===== config.mk =====
export PLATFORM = sky130hd
export DESIGN_NAME = mig_rw_arbiter
export DESIGN_NICKNAME = d
export VERILOG_FILES = /design/src/rtl/mig_rw_arbiter.sv
export SDC_FILE = /design/constraint.sdc
export NUM_CORES = 1
export LEC_CHECK = 0
export BUFFER_PORTS_ARGS = -buffer_cell sky130_fd_sc_hd__buf_2
export CAP_MARGIN = 10
export CELL_PAD_IN_SITES_DETAIL_PLACEMENT = 1
export CELL_PAD_IN_SITES_GLOBAL_PLACEMENT = 2
export CORE_UTILIZATION = 30
export DETAILED_ROUTE_END_ITERATION = 10
export GPL_TIMING_DRIVEN = 0
export HOLD_SLACK_MARGIN = 0.06
export PLACE_DENSITY = 0.82
export SYNTH_ARGS = -nofsm -noshare
export SYNTH_HDL_FRONTEND = slang
export SYNTH_SLANG_ARGS = --single-unit

===== constraint.sdc =====
create_clock -name ui_clk -period 4.98 [get_ports ui_clk]
set_clock_uncertainty 0.15 [all_clocks]
set_input_delay 0.747 -clock ui_clk [delete_from_list [all_inputs] [get_ports ui_clk]]
set_output_delay 0.747 -clock ui_clk [all_outputs]
set_load 0.01 [all_outputs]

===== src/rtl/mig_rw_arbiter.sv =====
`default_nettype none
// ============================================================================
//  Module      : mig_rw_arbiter
//  Description : Arbitrates a single MIG user interface between a frame-buffer
//                write engine (video source -> DDR) and a read engine
//                (DDR -> display). Issues one burst request at a time and
//                tracks per-direction frame offsets. Completed frames
//                ping-pong between two frame buffers.
//
//  Ports
//    ui_clk, ui_clk_sync_rst          : MIG user clock and its sync reset
//    init_calib_complete              : no request is issued while low
//    wr_fifo_cnt / wr_frame_start     : source FIFO level, new-frame pulse
//    rd_fifo_space / rd_frame_start   : sink FIFO space, new-frame pulse
//    wr_req/wr_req_addr/wr_length     : write-engine request (1-cycle pulse)
//    wr_busy/wr_done                  : write-engine status / completion pulse
//    rd_req/rd_req_addr/rd_length     : read-engine request (1-cycle pulse)
//    rd_busy/rd_done                  : read-engine status / completion pulse
//    wr_bank/rd_bank                  : buffer currently written / read
//    frame_valid                      : at least one complete frame stored
//
//  Revision    : 1.0 - initial release
// ============================================================================
module mig_rw_arbiter #(
    parameter int unsigned  BURST_LEN   = 64,
    parameter int unsigned  FRAME_BEATS = 61440,
    parameter int unsigned  ADDR_STEP   = 8,
    parameter logic [27:0]  FB0_BASE    = 28'h000_0000,
    parameter logic [27:0]  FB1_BASE    = 28'h080_0000
) (
    input  logic        ui_clk,
    input  logic        ui_clk_sync_rst,
    input  logic        init_calib_complete,

    input  logic [15:0] wr_fifo_cnt,
    input  logic        wr_frame_start,
    input  logic [15:0] rd_fifo_space,
    input  logic        rd_frame_start,

    output logic        wr_req,
    output logic [27:0] wr_req_addr,
    output logic [15:0] wr_length,
    input  logic        wr_busy,
    input  logic        wr_done,

    output logic        rd_req,
    output logic [27:0] rd_req_addr,
    output logic [15:0] rd_length,
    input  logic        rd_busy,
    input  logic        rd_done,

    output logic        wr_bank,
    output logic        rd_bank,
    output logic        frame_valid
);

    localparam logic [15:0] c_burst     = 16'(BURST_LEN);
    localparam logic [15:0] c_frame     = 16'(FRAME_BEATS);
    localparam logic [27:0] c_addr_step = 28'(ADDR_STEP);

    typedef enum logic [2:0] {
        IDLE    = 3'd0,
        WR_REQ  = 3'd1,
        WR_WAIT = 3'd2,
        RD_REQ  = 3'd3,
        RD_WAIT = 3'd4
    } state_t;

    state_t      r_state;
    logic [15:0] r_wr_ofs;
    logic [15:0] r_rd_ofs;
    logic        r_done_bank;      // bank holding the newest complete frame
    logic        r_last_rd;        // 1: last grant went to the read engine
    logic        r_wr_start_pend;  // wr_frame_start seen while a write is out
    logic        r_rd_start_pend;  // rd_frame_start seen while a read is out

    // ------------------------------------------------------------------------
    // Burst length and eligibility per direction
    // ------------------------------------------------------------------------
    logic [15:0] w_wr_remain;
    logic [15:0] w_rd_remain;
    logic [15:0] w_wr_len;
    logic [15:0] w_rd_len;
    logic        w_wr_elig;
    logic        w_rd_elig;

    // Remainder is only meaningful while the offset is below the frame size;
    // eligibility masks it otherwise.
    assign w_wr_remain = c_frame - r_wr_ofs;
    assign w_rd_remain = c_frame - r_rd_ofs;
    assign w_wr_len    = (w_wr_remain < c_burst) ? w_wr_remain : c_burst;
    assign w_rd_len    = (w_rd_remain < c_burst) ? w_rd_remain : c_burst;

    assign w_wr_elig = (r_wr_ofs < c_frame) && (wr_fifo_cnt >= w_wr_len);
    assign w_rd_elig = frame_valid && (r_rd_ofs < c_frame)
                       && (rd_fifo_space >= w_rd_len);

    // ------------------------------------------------------------------------
    // Grant decision (evaluated in IDLE only)
    // ------------------------------------------------------------------------
    logic w_can_issue;
    logic w_grant_wr;
    logic w_grant_rd;

    assign w_can_issue = (r_state == IDLE) && init_calib_complete
                         && !wr_busy && !rd_busy;
    // With both eligible the direction not served last wins.
    assign w_grant_wr  = w_can_issue && w_wr_elig && (!w_rd_elig || r_last_rd);
    assign w_grant_rd  = w_can_issue && w_rd_elig && (!w_wr_elig || !r_last_rd);

    // A request counts as in flight from the grant cycle onward, so a
    // frame-start pulse arriving then must be deferred to the done cycle.
    logic w_wr_inflight;
    logic w_rd_inflight;

    assign w_wr_inflight = w_grant_wr || (r_state == WR_REQ) || (r_state == WR_WAIT);
    assign w_rd_inflight = w_grant_rd || (r_state == RD_REQ) || (r_state == RD_WAIT);

    // ------------------------------------------------------------------------
    // Request addresses (28-bit, wrap on overflow)
    // ------------------------------------------------------------------------
    logic [27:0] w_wr_base;
    logic [27:0] w_rd_base;
    logic [27:0] w_wr_addr;
    logic [27:0] w_rd_addr;

    assign w_wr_base = wr_bank ? FB1_BASE : FB0_BASE;
    assign w_rd_base = rd_bank ? FB1_BASE : FB0_BASE;
    assign w_wr_addr = w_wr_base + (28'(r_wr_ofs) * c_addr_step);
    assign w_rd_addr = w_rd_base + (28'(r_rd_ofs) * c_addr_step);

    // ------------------------------------------------------------------------
    // Completion bookkeeping
    // ------------------------------------------------------------------------
    logic        w_wr_done_acc;
    logic        w_rd_done_acc;
    logic [15:0] w_wr_ofs_sum;
    logic [15:0] w_rd_ofs_sum;
    logic        w_frame_done;
    logic        w_done_bank_nxt;

    // Done pulses outside the matching wait state are discarded here.
    assign w_wr_done_acc = (r_state == WR_WAIT) && wr_done;
    assign w_rd_done_acc = (r_state == RD_WAIT) && rd_done;

    // Offset + length never exceeds the frame size, so 16 bits suffice.
    assign w_wr_ofs_sum  = r_wr_ofs + wr_length;
    assign w_rd_ofs_sum  = r_rd_ofs + rd_length;

    assign w_frame_done    = w_wr_done_acc && (w_wr_ofs_sum == c_frame);
    // A read frame start coinciding with a frame completion must pick up the
    // freshly completed bank.
    assign w_done_bank_nxt = w_frame_done ? wr_bank : r_done_bank;

    // ------------------------------------------------------------------------
    // Sequential logic: FSM, registered outputs, offsets and banks
    // ------------------------------------------------------------------------
    always_ff @(posedge ui_clk) begin
        if (ui_clk_sync_rst) begin
            r_state         <= IDLE;
            wr_req          <= 1'b0;
            wr_req_addr     <= 28'd0;
            wr_length       <= 16'd0;
            rd_req          <= 1'b0;
            rd_req_addr     <= 28'd0;
            rd_length       <= 16'd0;
            r_wr_ofs        <= 16'd0;
            r_rd_ofs        <= c_frame;     // reads parked until a frame start
            wr_bank         <= 1'b0;
            rd_bank         <= 1'b1;
            r_done_bank     <= 1'b1;
            frame_valid     <= 1'b0;
            r_last_rd       <= 1'b1;
            r_wr_start_pend <= 1'b0;
            r_rd_start_pend <= 1'b0;
        end else begin
            // ---------------- FSM and request outputs ----------------
            case (r_state)
                IDLE: begin
                    if (w_grant_wr) begin
                        r_state     <= WR_REQ;
                        wr_req      <= 1'b1;
                        wr_req_addr <= w_wr_addr;
                        wr_length   <= w_wr_len;
                    end else if (w_grant_rd) begin
                        r_state     <= RD_REQ;
                        rd_req      <= 1'b1;
                        rd_req_addr <= w_rd_addr;
                        rd_length   <= w_rd_len;
                    end
                end
                WR_REQ: begin
                    wr_req    <= 1'b0;
                    r_last_rd <= 1'b0;
                    r_state   <= WR_WAIT;
                end
                WR_WAIT: begin
                    if (wr_done) begin
                        r_state <= IDLE;
                    end
                end
                RD_REQ: begin
                    rd_req    <= 1'b0;
                    r_last_rd <= 1'b1;
                    r_state   <= RD_WAIT;
                end
                RD_WAIT: begin
                    if (rd_done) begin
                        r_state <= IDLE;
                    end
                end
                default: begin
                    r_state <= IDLE;
                    wr_req  <= 1'b0;
                    rd_req  <= 1'b0;
                end
            endcase

            // ---------------- write offset / bank ----------------
            if (w_wr_done_acc) begin
                if (r_wr_start_pend || wr_frame_start) begin
                    r_wr_ofs <= 16'd0;
                end else begin
                    r_wr_ofs <= w_wr_ofs_sum;
                end
                r_wr_start_pend <= 1'b0;
            end else if (wr_frame_start) begin
                if (w_wr_inflight) begin
                    r_wr_start_pend <= 1'b1;
                end else begin
                    // Also abandons a partial frame: the bank is kept.
                    r_wr_ofs <= 16'd0;
                end
            end

            if (w_frame_done) begin
                r_done_bank <= wr_bank;
                wr_bank     <= ~wr_bank;
                frame_valid <= 1'b1;
            end

            // ---------------- read offset / bank ----------------
            if (w_rd_done_acc) begin
                if (r_rd_start_pend || rd_frame_start) begin
                    r_rd_ofs <= 16'd0;
                    rd_bank  <= w_done_bank_nxt;
                end else begin
                    r_rd_ofs <= w_rd_ofs_sum;
                end
                r_rd_start_pend <= 1'b0;
            end else if (rd_frame_start) begin
                if (w_rd_inflight) begin
                    r_rd_start_pend <= 1'b1;
                end else begin
                    r_rd_ofs <= 16'd0;
                    rd_bank  <= w_done_bank_nxt;
                end
            end
        end
    end

endmodule
`default_nettype wire


==> flow_metrics.env <==
export IMPL_place_congestion=0.804
export IMPL_critical_path_arrival_ns=4.86
export IMPL_cpMaxStageDelayCell="or4b_4"
export IMPL_drv_cap=0
export IMPL_tritoncts_num_buffers=9
export IMPL_worst_hold_depth=2
export IMPL_setup_viol_count_final=0
export IMPL_drt_first_pass_iters=4
export IMPL_filler_cell_count=2636
export IMPL_clock_sink_count=110
export IMPL_fp_row_count=54
export IMPL_synth_flop_cell="dfxtp_1"
export IMPL_dp_cells=1187
export IMPL_setup_worst_path_end_class="register"
export IMPL_synth_edf_count=0
export IMPL_slew_viol_final=0
export IMPL_layout_area_overhead_vs_synth_pct=25.9
export IMPL_initial_core_util=0.307
export IMPL_antenna_cells_inserted=0
export IMPL_worst_max_slew_margin_expressed_relative_to_the_limit=0.406
export IMPL_h_tree_depth=3
export IMPL_comb_power_share=0.093
export IMPL_clkLatencyLatePin_ns=0.36
export IMPL_clk_transition_reported_paths_ns=0.08
export IMPL_maximum_number_of_pins_on_one_net_before_global_route_repair=18
export IMPL_die_outline_height_microns=152
export IMPL_critical_path_cell_chain="inv_4, ha_4, or4b_4, or3_4, a211oi_2, a41oi_2, nor4_4, buf_6, buf_4, nand2_1, ha_1, nand4_1, nor2_1, a21oi_2, nor3_2, o31ai_4, or3_4, a31oi_4, buf_4, a22oi_1, nor2_1"
export IMPL_power_frac_seq=0.469
export IMPL_final_min_clock_period_ns=4.72
export IMPL_worst_r2r_path_depth=21
export IMPL_tritoncts="built"
export IMPL_post_synth_top_area_fraction=0.328
export IMPL_timing_worst_setup_path_type="reg2reg"
export IMPL_drt_vias_per_instance=4.95
export IMPL_grt_pass1_wl_microns=30700
export IMPL_dp_slack_ns=-0.849
export IMPL_fp_coreArea_sq_mm=0.0219
export IMPL_critical_path_max_stage_delay_ns=0.50
export IMPL_timing_hold_worst_endpoint="wr_req"
export IMPL_hold_path_startpoint="wr_req"
export IMPL_powerDensity_mw_per_mm2=224
export IMPL_vdd_drop_max_mv=0.155
export IMPL_grt_pass1_vias=5947
export IMPL_stdcell_area_sq_mm=0.00845
export IMPL_min_delay_path_class="reg2reg"
export IMPL_dr_first_iter_drc_count=148
export IMPL_final_common_cell="buf_2"
export IMPL_outcome="finished, final reports clean"
export IMPL_postSynth_asyncResetShare=0
export IMPL_final_setup_worst_slack_ns=0.262
export IMPL_grtUsageTotal=0.172
export IMPL_clock_network_fraction_of_total_power=0.438
export IMPL_wl_per_cell_microns=16.0
export IMPL_grt_overflow=0
export IMPL_power_switching_uw=447
export IMPL_drt_antenna_violating_nets=0
export IMPL_power_leakage_nw=4.06
export IMPL_synthesis_yosys_warnings=0
export IMPL_synth_yosys_seq_area_share=0.328
export IMPL_syn_area_sq_mm=0.00671
export IMPL_layout_nets=1041
export IMPL_critical_path_max_fanout=10
export IMPL_vias=6036
export IMPL_ys_seq_elements=110
export IMPL_floorplan_die_area_sq_mm=0.0230
export IMPL_timing_final_crit_share=0.947
export IMPL_remaining_drc_errors=0
export IMPL_placement_io_buffers=110
export IMPL_max_slew_worst_pin_slew_ns=0.884
export IMPL_dieWidth_microns=152
export IMPL_critPathRequiredTime_ns=5.12
export IMPL_layout_cells_most_common_list="buf_2, dfxtp_1, nor2_1"
export IMPL_ys_types=74
export IMPL_instances_no_fill=1219
export IMPL_p_int_mw=1.45
export IMPL_synth_instances=759
export IMPL_placed_cell_area_sq_mm=0.00775
export IMPL_regToRegEndpoint="r_rd_ofs[8]"
export IMPL_root_buffer="clkbuf_16"
export IMPL_fmaxAchievable_ghz=0.212
export IMPL_largest_buffer_count_on_any_clock_path=2
export IMPL_fraction_of_layout_cells_with_a_size_suffix_above_1=0.240
export IMPL_setup_reg_to_reg_worst_slack_ns=0.26
export IMPL_design_portCount=134
export IMPL_switching_share=0.236
export IMPL_post_dp_hpwl_microns=15300
export IMPL_grt_antenna_before_repair=0
export IMPL_regToRegStartpoint="r_rd_ofs[0]"
export IMPL_synthesis_area_per_instance_sq_um=8.84
export IMPL_cts_hold_buffers=0
export IMPL_routed_wl_microns=19500
export IMPL_yosys_area_top_type="dfxtp_1"
export IMPL_report_final_hold_viol_count=0
export IMPL_worst_setup_path_start_kind="register"
export IMPL_synth_top_cells_by_area="dfxtp_1, ha_1, nor2_1"
synth_stat cells (all sizes together), types with 5 or more instances:
| library cell | number |
|---|---|
| clkbuf | 15 |
| ha | 64 |
| nand4 | 6 |
| o21ai | 17 |
| a31oi | 8 |
| o21a | 5 |
| a22oi | 13 |
| a211oi | 10 |
| nor2b | 5 |
| a211o | 5 |
| buf | 32 |
| a21oi | 58 |
| nor4 | 6 |
| inv | 17 |
| a21o | 20 |
| nor2 | 90 |
| nand3 | 23 |
| a22o | 12 |
| o21bai | 5 |
| mux2i | 31 |
| nand2b | 5 |
| dfxtp | 110 |
| o31ai | 8 |
| xnor2 | 23 |
| nor3 | 22 |
| nand2 | 47 |
| nor3b | 6 |
| and2 | 22 |
| xor2 | 15 |
| or3 | 6 |
kinds of logic after synthesis:
group | Yosys count | synth area share
buf+inv | 66 | 0.0569
other cells | 2 | 0.00112
xor+xnor | 38 | 0.0496
simple gates | 252 | 0.188
mux | 32 | 0.0479
fa+ha+maj | 67 | 0.127
compound gates | 192 | 0.201
flops | 110 | 0.328
worst max-delay path by stage:
| stage | slack, ns | end | cells after the start | from |
|---|---|---|---|---|
| after floorplan | 0.30 | r_wr_ofs[5] | 20 | r_rd_ofs[1] |
| after global placement | -0.77 | r_wr_ofs[2] | 20 | r_rd_ofs[1] |
| after detailed placement | -0.85 | r_wr_ofs[14] | 20 | r_rd_ofs[1] |
| after CTS | 0.005 | rd_req_addr[13] | 21 | r_rd_ofs[1] |
| after global routing | -0.01 | r_rd_ofs[8] | 21 | r_rd_ofs[1] |
| final | 0.26 | r_rd_ofs[8] | 21 | r_rd_ofs[0] |
per-stage QoR:
step                 util  TNS (ns)  total power [mW]  hold slack, ns
CTS                 0.377         0              1.91           0.336
global placement    0.354    -40.35              1.06           0.303
global route        0.386   -0.0204              1.97           0.357
floorplan               -         0              1.01           0.281
detailed placement  0.354    -49.72              1.06           0.319
finish              0.386         0              1.89           0.331
flip-flops by register name, indices dropped and copies added, names as in the netlist:
name and flops:
frame_valid 1, r_done_bank 1, r_last_rd 1, r_rd_ofs 16, r_rd_start_pend 1, r_state 3
r_wr_ofs 16, r_wr_start_pend 1, rd_bank 1, rd_length 16, rd_req 1, rd_req_addr 17
wr_bank 1, wr_length 16, wr_req 1, wr_req_addr 17
repair_timing:
item,in CTS,in global routing
endpoints found under the hold margin,0,0
pin swaps,7,13
resized for setup,20,32
setup endpoints to repair,105,99
buffers inserted,10,7
layout make-up:
| class | count | area [sq um] | area share |
|---|---|---|---|
| Multi-Input combinational cell | 621 | 4450 | 0.527 |
| Sequential cell | 110 | 2210 | 0.261 |
| Timing Repair Buffer | 127 | 691 | 0.0817 |
| Tap cell | 280 | 350 | 0.0415 |
| Buffer | 48 | 330 | 0.0391 |
| Clock buffer | 12 | 267 | 0.0315 |
| Clock inverter | 4 | 77.6 | 0.00918 |
| Inverter | 17 | 72.6 | 0.00859 |
per-layer routing:
metal | global-route usage | share of wire
met1 | 0.226 | 0.48
met3 | 0.0302 | 0.037
met2 | 0.291 | 0.47
met4 | 0.0386 | 0.010
met5 | 0 | 0
power groups by stage:
stage,Sequential (mW),Combinational [mW],Clock (mW)
after global routing,0.889,0.198,0.883
after detailed placement,0.910,0.152,0
after CTS,0.889,0.169,0.848
after global placement,0.910,0.148,0
final,0.889,0.176,0.829
after floorplan,0.908,0.105,0
worst max-delay path: cells and delay by family (launching register included):
kind	cells	cell delay, ns
adders and majority gates	2	0.42
and+or+nand+nor	9	2.26
DFF	1	0.37
AOI/OAI and AO/OA	6	0.85
buffers and inverters	4	0.60
No activity file was read; power rests on OpenSTA's default activity.
